<file path="config.mk">
export PLATFORM = sky130hd
export DESIGN_NAME = esm_dwell_sequencer
export DESIGN_NICKNAME = d
export VERILOG_FILES = /design/src/rtl/esm_dwell_sequencer.sv
export SDC_FILE = /design/constraint.sdc
export NUM_CORES = 1
export LEC_CHECK = 0
export CORE_MARGIN = 2
export CORE_UTILIZATION = 44
export DETAILED_ROUTE_END_ITERATION = 16
export PLACE_DENSITY_LB_ADDON = 0.1
export REMOVE_ABC_BUFFERS = 1
export SLEW_MARGIN = 20
export SYNTH_ARGS = -nofsm -noshare
export SYNTH_HDL_FRONTEND = slang
export SYNTH_SLANG_ARGS = --single-unit
</file>
<file path="constraint.sdc">
create_clock -name Clk -period 4.7 [get_ports Clk]
set_input_delay 0.705 -clock Clk [delete_from_list [all_inputs] [get_ports Clk]]
set_output_delay 0.705 -clock Clk [all_outputs]
set_load 0.02 [all_outputs]
</file>
<file path="src/rtl/esm_dwell_sequencer.sv">
// Dwell schedule sequencer: walks the dwell table, tunes, opens the dwell window, waits for the stats report.
// Tune and report handshakes stall indefinitely unless ESM_DWELL_SEQ_TIMEOUT_EN enables the watchdog.
package esm_dwell_pkg;
  localparam int esm_dwell_sequence_num_width = 8;
  typedef struct packed {
    logic [15:0] center_freq;
    logic [7:0]  band_cfg;
    logic [15:0] duration_requested;
  } esm_dwell_metadata_t;
endpackage

module esm_dwell_sequencer
  import esm_dwell_pkg::*;
#(
  parameter int NUM_ENTRIES    = 16,
  parameter int SETTLE_CYCLES  = 64,
  parameter int TIMEOUT_CYCLES = 65536,
  localparam int IDX_W = $clog2(NUM_ENTRIES),
  localparam int MD_W  = $bits(esm_dwell_metadata_t),
  localparam int SEQ_W = esm_dwell_sequence_num_width
) (
  input  logic                Clk,
  input  logic                Rst_n,
  input  logic                Enable,
  input  logic                Cfg_wr_valid,
  input  logic [IDX_W-1:0]    Cfg_wr_index,
  input  logic [MD_W-1:0]     Cfg_wr_data,
  input  logic [IDX_W-1:0]    Cfg_wr_next,
  input  logic                Cfg_wr_last,
  input  logic                Start,
  input  logic [IDX_W-1:0]    Start_index,
  input  logic                Loop,
  input  logic                Stop,
  output logic                Tune_valid,
  output logic [MD_W-1:0]     Tune_data,
  input  logic                Tune_ack,
  output logic                Dwell_active,
  output esm_dwell_metadata_t Dwell_data,
  output logic [SEQ_W-1:0]    Dwell_sequence_num,
  input  logic                Report_ack,
  output logic                Busy,
  output logic                Done,
  output logic                Error
);

  localparam logic [2:0] S_IDLE   = 3'd0;
  localparam logic [2:0] S_TUNE   = 3'd1;
  localparam logic [2:0] S_SETTLE = 3'd2;
  localparam logic [2:0] S_DWELL  = 3'd3;
  localparam logic [2:0] S_REPORT = 3'd4;
  localparam logic [2:0] S_NEXT   = 3'd5;

  localparam logic [31:0] SETTLE_LAST  = (SETTLE_CYCLES > 0) ? 32'(SETTLE_CYCLES - 1) : 32'd0;
  localparam logic [31:0] TIMEOUT_LAST = (TIMEOUT_CYCLES > 0) ? 32'(TIMEOUT_CYCLES - 1) : 32'd0;

  esm_dwell_metadata_t tbl_data [NUM_ENTRIES];
  logic [IDX_W-1:0]    tbl_next [NUM_ENTRIES];
  logic                tbl_last [NUM_ENTRIES];

  logic [2:0]          state, nstate;
  logic                busy, done, stop_pend, loop_r, work_last;
  logic [IDX_W-1:0]    idx, start_idx, work_next, tune_idx;
  esm_dwell_metadata_t work;
  logic [31:0]         cnt, dwell_last;
  logic [SEQ_W-1:0]    seq;
  logic                stop_req, load_tune, finish;
`ifdef ESM_DWELL_SEQ_TIMEOUT_EN
  logic                timeout_hit;
`endif

  always_ff @(posedge Clk) begin
    if (Cfg_wr_valid) begin
      tbl_data[Cfg_wr_index] <= Cfg_wr_data;
      tbl_next[Cfg_wr_index] <= Cfg_wr_next;
      tbl_last[Cfg_wr_index] <= Cfg_wr_last;
    end
  end

  assign stop_req   = Stop || !Enable;
  // A zero requested duration still opens the window for one cycle.
  assign dwell_last = (work.duration_requested == 16'd0) ? 32'd0
                    : {16'd0, work.duration_requested - 16'd1};

  always_comb begin
    nstate    = state;
    load_tune = 1'b0;
    tune_idx  = idx;
    finish    = 1'b0;
`ifdef ESM_DWELL_SEQ_TIMEOUT_EN
    timeout_hit = 1'b0;
`endif
    case (state)
      S_IDLE: if (Start && !stop_req) begin
        nstate    = S_TUNE;
        load_tune = 1'b1;
        tune_idx  = Start_index;
      end
      S_TUNE: begin
        if (stop_req) begin
          nstate = S_IDLE;
          finish = 1'b1;
        end else if (Tune_ack) begin
          nstate = (SETTLE_CYCLES == 0) ? S_DWELL : S_SETTLE;
        end
      end
      S_SETTLE: begin
        if (stop_req) begin
          nstate = S_IDLE;
          finish = 1'b1;
        end else if (cnt == SETTLE_LAST) begin
          nstate = S_DWELL;
        end
      end
      S_DWELL:  if (cnt == dwell_last) nstate = S_REPORT;
      S_REPORT: if (Report_ack) nstate = S_NEXT;
      S_NEXT: begin
        if (stop_pend || stop_req || (work_last && !loop_r)) begin
          nstate = S_IDLE;
          finish = 1'b1;
        end else begin
          nstate    = S_TUNE;
          load_tune = 1'b1;
          tune_idx  = work_last ? start_idx : work_next;
        end
      end
      default: nstate = S_IDLE;
    endcase
`ifdef ESM_DWELL_SEQ_TIMEOUT_EN
    if ((state == S_TUNE || state == S_REPORT) && nstate == state && cnt == TIMEOUT_LAST) begin
      nstate      = S_IDLE;
      finish      = 1'b1;
      timeout_hit = 1'b1;
    end
`endif
  end

  always_ff @(posedge Clk) begin
    if (!Rst_n) begin
      state     <= S_IDLE;
      busy      <= 1'b0;
      done      <= 1'b0;
      stop_pend <= 1'b0;
      loop_r    <= 1'b0;
      idx       <= '0;
      start_idx <= '0;
      work      <= '0;
      work_next <= '0;
      work_last <= 1'b0;
      cnt       <= '0;
      seq       <= '0;
    end else begin
      state <= nstate;
      busy  <= (nstate != S_IDLE);
      done  <= finish;
      // One counter serves settle, dwell length and the watchdog; every state entry restarts it.
      if (nstate != state)
        cnt <= '0;
      else if (state != S_IDLE)
        cnt <= cnt + 32'd1;
      if (finish || load_tune)
        stop_pend <= 1'b0;
      else if ((state == S_DWELL || state == S_REPORT) && stop_req)
        stop_pend <= 1'b1;
      if (state == S_IDLE && load_tune) begin
        loop_r    <= Loop;
        start_idx <= Start_index;
      end
      if (load_tune) begin
        idx       <= tune_idx;
        work      <= tbl_data[tune_idx];
        work_next <= tbl_next[tune_idx];
        work_last <= tbl_last[tune_idx];
      end
      if (state == S_REPORT && nstate == S_NEXT)
        seq <= seq + 1'b1;
    end
  end

`ifdef ESM_DWELL_SEQ_TIMEOUT_EN
  logic error_r;
  always_ff @(posedge Clk) begin
    if (!Rst_n)
      error_r <= 1'b0;
    else if (timeout_hit)
      error_r <= 1'b1;
  end
  assign Error = error_r;
`else
  logic unused_timeout;
  assign unused_timeout = ^TIMEOUT_LAST;
  assign Error = 1'b0;
`endif

  assign Tune_valid         = (state == S_TUNE);
  assign Tune_data          = (state == S_TUNE) ? work : '0;
  assign Dwell_active       = (state == S_DWELL);
  assign Dwell_data         = (state == S_DWELL) ? work : '0;
  assign Dwell_sequence_num = seq;
  assign Busy               = busy;
  assign Done               = done;

endmodule

</file>
==> reports/metrics.cfg <==
[clock_tree]
ctsResizeCount = 0
numCtsBuffers = 87
clk_latency_ns = 0.63
clk_pin_slew_ns = 0.06
cts_max_path_buffers = 3
h-tree-depth = 3
cts_root_buf = clkbuf_16
holdBufCountCts = 0
tritoncts = done
postCtsSetupBuffers = 0
clock_sinks = 820

[global_route]
grt_overflow = 0
grt_max_degree = 64
antenna_found_initial = 5
grt_pass1_wl_um = 133000
grt_pass1_vias = 20628
grt_usage = 0.228

[setup_path]
cpPeakStageDelay_ns = 0.60
crit_chain = nand2b_1 -> nor2_4 -> buf_4 -> and2_1 -> clkdlybuf4s50_1
cp_slowest_cell = clkdlybuf4s50_1
worstPathRequired_ns = 3.99
endpoint_kind = primary output
critPathKind = reg -> out
path_max_fanout = 23
arrival_ns = 3.19
cp-start-kind = flop

[outcome]
outcome = finished, final reports clean

[timing]
slew_headroom = 0.311
worstMarginPinSlew_ns = 1.03
post-route-period-util = 0.828
min_period_ns = 3.89
finalClockSkew_ns = 0.0207
rsz0062_at_grt = no
fmax_mhz = 257
drv_slew = 0
setup_violations = 0
hold_viol = 0

[pwr]
p_per_area_nw_per_um2 = 408
leakage_nw = 12.9
vdd_drop_max_mv = 0.283
power.total_mw = 16.1

[floorplanning]
std_cell_rows = 100
core_region_area_um2 = 74700
start_util = 0.447
die_w_um = 279
pin_count = 155
die_h_um = 279
dieArea_um2 = 78000

[logic_synthesis]
synth_top_area_share = 0.648
synth-async-reset-ratio = 0
netlist_area_um2 = 33400
synth_cell_types = 72
synth_top_cell_by_area = edfxtp_1
netlist_top_cells_area = edfxtp_1 (65%), dfxtp_1 (6.0%), nand2_1 (4.6%)
ys.flop_type = edfxtp_1
syn_inst = 2419
ys_warn_count = 0
syn_avg_cell_area_um2 = 13.8
synth_enable_flop_cells = 720
ys_seq_area_frac = 0.708
synth-seq-cells = 820

[routing]
post_drt_wl_per_cell_um = 24.8
drc = 0
routed_wl_um = 89600
vias_per_cell = 5.81
dr.first_iter.drc_count = 1865
dr.pass1.iters = 5
ant_nets = 0
vias = 21025

[layout]
final_cell_area_um2 = 39500
final_common_cell = edfxtp_1
layout_common_cells = edfxtp_1 (720), nand2_1 (406), clkdlybuf4s50_1 (152)
drive_gt1_frac = 0.125
area_growth_pct = 18.4
fin_nets = 2639

[placement]
dp_hpwl_um = 49700
port_buffers = 153
placed_cell_area_um2 = 36600
place.gp.congestion = 0.842

[worst_hold_path]
min_path_type = reg -> reg

[run]
max_cap_violations = 0

## cell families after synthesis
group / after synthesis / synth area share
other: 1 / 0.000112
adders and majority gates: 3 / 0.00113
xor gates and xnor gates: 48 / 0.0135
muxes: 57 / 0.0344
and+or+nand+nor: 800 / 0.113
AOI/OAI and AO/OA: 506 / 0.105
DFF: 820 / 0.708
buffers and inverters: 184 / 0.0244
## power breakdown
part	internal, mW	switching [mW]	total, mW
logic	0.362	0.624	0.985
clock network	4.17	2.81	6.98
registers	8.07	0.0722	8.15
## flip-flops by register name, summed over array words and instances (netlist names)
register,cells
tbl_data,640
tbl_next,64
work,40
cnt,32
tbl_last,16
Dwell_sequence_num,8
idx,4
start_idx,4
work_next,4
state,3
Busy,1
Done,1
loop_r,1
stop_pend,1
work_last,1
## routing by layer
layer  global-route usage  routed length, µm  vias up
met2                0.365              42200      656
met5                    0                 23        -
li1                     -                  -     9468
met1                0.330              40700    10780
met4               0.0611               1730        4
met3               0.0308               4910      117
## cell usage after synthesis, types with 3 or more instances
master	count
a2111oi_0	17
a2111oi_2	30
a211o_1	3
a211oi_1	88
a21oi_1	147
a22oi_1	45
a31oi_1	89
a32oi_1	3
and2_1	126
and3_1	44
buf_1	7
buf_2	55
buf_4	12
clkbuf_1	96
dfxtp_1	100
edfxtp_1	720
ha_1	3
inv_1	11
mux2i_1	10
mux4_2	46
nand2_1	408
nand2b_1	9
nand3_1	13
nand3b_1	4
nand4_1	21
nor2_1	91
nor2b_1	7
nor3_1	26
nor3b_1	3
nor4_1	16
nor4_2	3
o21a_1	3
o21ai_0	56
o22ai_1	4
or2_2	4
or3_1	10
or4_1	5
xnor2_1	21
xor2_1	25
## metrics by stage
stage / std cells / setup TNS [ns] / hold WS [ns] / setup WS (ns) / utilization
finish: 3618 / 0 / 0.467 / 0.808 / 0.529
global route: 3618 / 0 / 0.495 / 0.550 / 0.529
CTS: 3616 / 0 / 0.468 / 0.667 / 0.529
detailed placement: 3454 / 0 / 0.454 / 0.515 / 0.490
global placement: 3454 / 0 / 0.454 / 0.604 / 0.490
floorplan: 2247 / -275.72 / 0.436 / -6.07 / -
## path summary, 6_finish.rpt
path / from / end / slack, ns / cells after the start
worst min-delay path: loop_r / loop_r / 0.47 / 2
worst min register to register: loop_r / loop_r / 0.47 / 2
worst max-delay path: state[0] / Tune_data[22] / 0.81 / 5
worst max register to register: work[0] / cnt[28] / 0.95 / 11
## cell type report
cell class	instances	area, µm²
Clock buffer	121	2390
Sequential cell	820	23600
Timing Repair Buffer	238	2620
Clock inverter	41	520
Fill cell	6117	35200
Tap cell	969	1210
Inverter	12	45.0
Multi-Input combinational cell	1415	9090
Antenna cell	2	5.00
## critical path, delay by kind of cell (launching register included)
kind / cells / cell delay, ns
flops: 1 / 0.52
buf+inv: 2 / 0.99
simple gates: 3 / 1.01
Power figures use the tool's default switching activity.
==> RTL change (same flow settings) <==
The package constant `esm_dwell_sequence_num_width` goes from 8 to 12.
--- a/src/rtl/esm_dwell_sequencer.sv
+++ b/src/rtl/esm_dwell_sequencer.sv
@@ -3,3 +3,3 @@
 package esm_dwell_pkg;
-  localparam int esm_dwell_sequence_num_width = 8;
+  localparam int esm_dwell_sequence_num_width = 12;
   typedef struct packed {
Ports: changed (resized Dwell_sequence_num); port bits go from 155 to 159. No check against the original RTL was run, so the function may have changed too.
==> RTL change against the original RTL <==
Area after synthesis down 0.42%. Wire length decreased by 1.2%. Critical path depth is 1 higher. Combinational power decreased by 0.8%. Worst setup slack got worse by 0.21 ns. Sequential cell count grew 3. Final cell count shrank 0.64%. Total power fell by 2.4%. Cell area shrank 1.2%. Largest power group unchanged.
==> RTL change: results (changes against the original RTL) <==
Outcome
  – Status: complete, no violations

Layout
  – Fill count: 6196 (+1.3%)
  – Layout Nets: 2617 (-0.83%)
  – Fraction of layout instances using a drive strength above 1: 9.60% (-2.9 points)

Clock network
  – CTS buffer count: 84 (-3.4%)

Setup path
  – Reg-to-reg slack, setup: 1.25 ns (+0.30 ns)
  – Worst-path maximum fanout: 27 (+17%)
  – CP Data Arrival Time: 3.40 ns (+0.21 ns)

Placed design
  – Dpl ws: 0.606 ns (+0.0915 ns)
  – Post-DP HPWL: 47.3 mm (-4.9%)
  – Routability cong.: 0.862 (+2.3%)

Synthesis
  – Top cells by area, synth: edfxtp_1 (65%), dfxtp_1 (6.2%), mux2i_1 (4.2%), nand2_1 (3.6%), a22o_1 (3.5%)
  – XOR/XNOR share of the synthesized area: 1.37% (+0.025 points)
  – Synth Area in Compound Gates: 11.1% (+0.59 points)
  – Mux cell area share after synthesis: 4.25% (+0.81 points)

STA
  – Skew final: 0.0172 ns (-0.00356 ns)
  – Fin crit period: 4.10 ns (+0.211 ns)
  – Worst-Margin Slew: 0.965 ns (-0.0682 ns)

Route
  – Initial DRC count: 1923 (+3.1%)
  – DR WL/cell: 24.6 µm (-0.60%)
  – Vias: 21000 (-0.19%)
  – WL met3: 5.55 mm (+13%)
  – Post-Route M1 WL: 38.8 mm (-4.5%)

Global route
  – First-pass GRT wire length: 132 mm (-0.90%)
  – Antenna violations before repair: 8 (+3)
==> RTL change: changes by cell type in the layout (fill, tap and decap cells not counted), sizes merged, moves of 20 or more <==
| cell | unedited run | this run |
|---|---|---|
| nand2 | 408 | 319 |
| a31oi | 89 | 3 |
| and3 | 44 | 17 |
| mux2i | 10 | 140 |
| a32oi | 3 | 45 |
| a2111oi | 47 | 3 |
| a21oi | 147 | 229 |
| mux4 | 46 | 0 |
| a22o | 0 | 132 |
| nor3 | 26 | 82 |
| buf | 86 | 66 |
| and2 | 126 | 88 |
| nor2 | 93 | 55 |
| a211oi | 88 | 2 |
==> RTL change: kinds of logic after synthesis <==
group / count (synthesis)
DFF: 823
buffers and inverters: 177
AOI/OAI and AO/OA: 553
muxes: 141
xor gates and xnor gates: 52
adders and majority gates: 3
other: 1
and+or+nand+nor: 657
==> RTL change: critical path, stage by stage, from the launching register on <==
cell and delay (ns):
dfxtp_1 0.38, inv_1 0.28, nand2_1 0.29, nor2_4 0.43
buf_4 0.52, and2_1 0.21, clkdlybuf4s50_1 0.60
==> RTL change: per-stage QoR <==
step / cell area [µm²] / util (%) / cells / total power, mW / hold WS, ns
floorplan: 32500 / - / 2244 / 8.95 / 0.440
global placement: 36300 / 48.7 / 3435 / 9.28 / 0.451
detailed placement: 36300 / 48.7 / 3435 / 9.30 / 0.465
CTS: 39000 / 52.3 / 3593 / 15.9 / 0.473
global route: 39000 / 52.4 / 3595 / 16.2 / 0.499
finish: 39000 / 52.4 / 3595 / 15.7 / 0.468
==> RTL change: worst paths after layout <==
check | start | end | depth (start not counted)
worst min register to register | start_idx[3] | start_idx[3] | 2
worst max-delay path | state[1] | Tune_data[19] | 6
worst min-delay path | start_idx[3] | start_idx[3] | 2
worst max register to register | work[2] | cnt[5] | 9
==> RTL change: report_power, final <==
part / switching (mW) / total, mW / internal, mW / leakage (nW)
combinational: 0.621 / 0.977 / 0.355 / 4.80
clock: 2.75 / 6.58 / 3.83 / 1.34
sequential: 0.0704 / 8.17 / 8.10 / 7.34
==> RTL change: area by class of cell <==
cell class,instances,area share (%)
well taps,969,3.11
repair buffers,222,6.00
inverters,14,0.135
flip-flops and latches,823,60.7
clock inverters,36,0.824
multi-input cells,1407,23.0
diodes,2,0.0128
clock buffers,122,6.22
==> RTL change: layer usage <==
layer	track usage, %	vias to the layer above
met3	3.07	113
li1	-	9440
met4	6.33	4
met5	0	-
met2	37.2	732
met1	31.7	10700
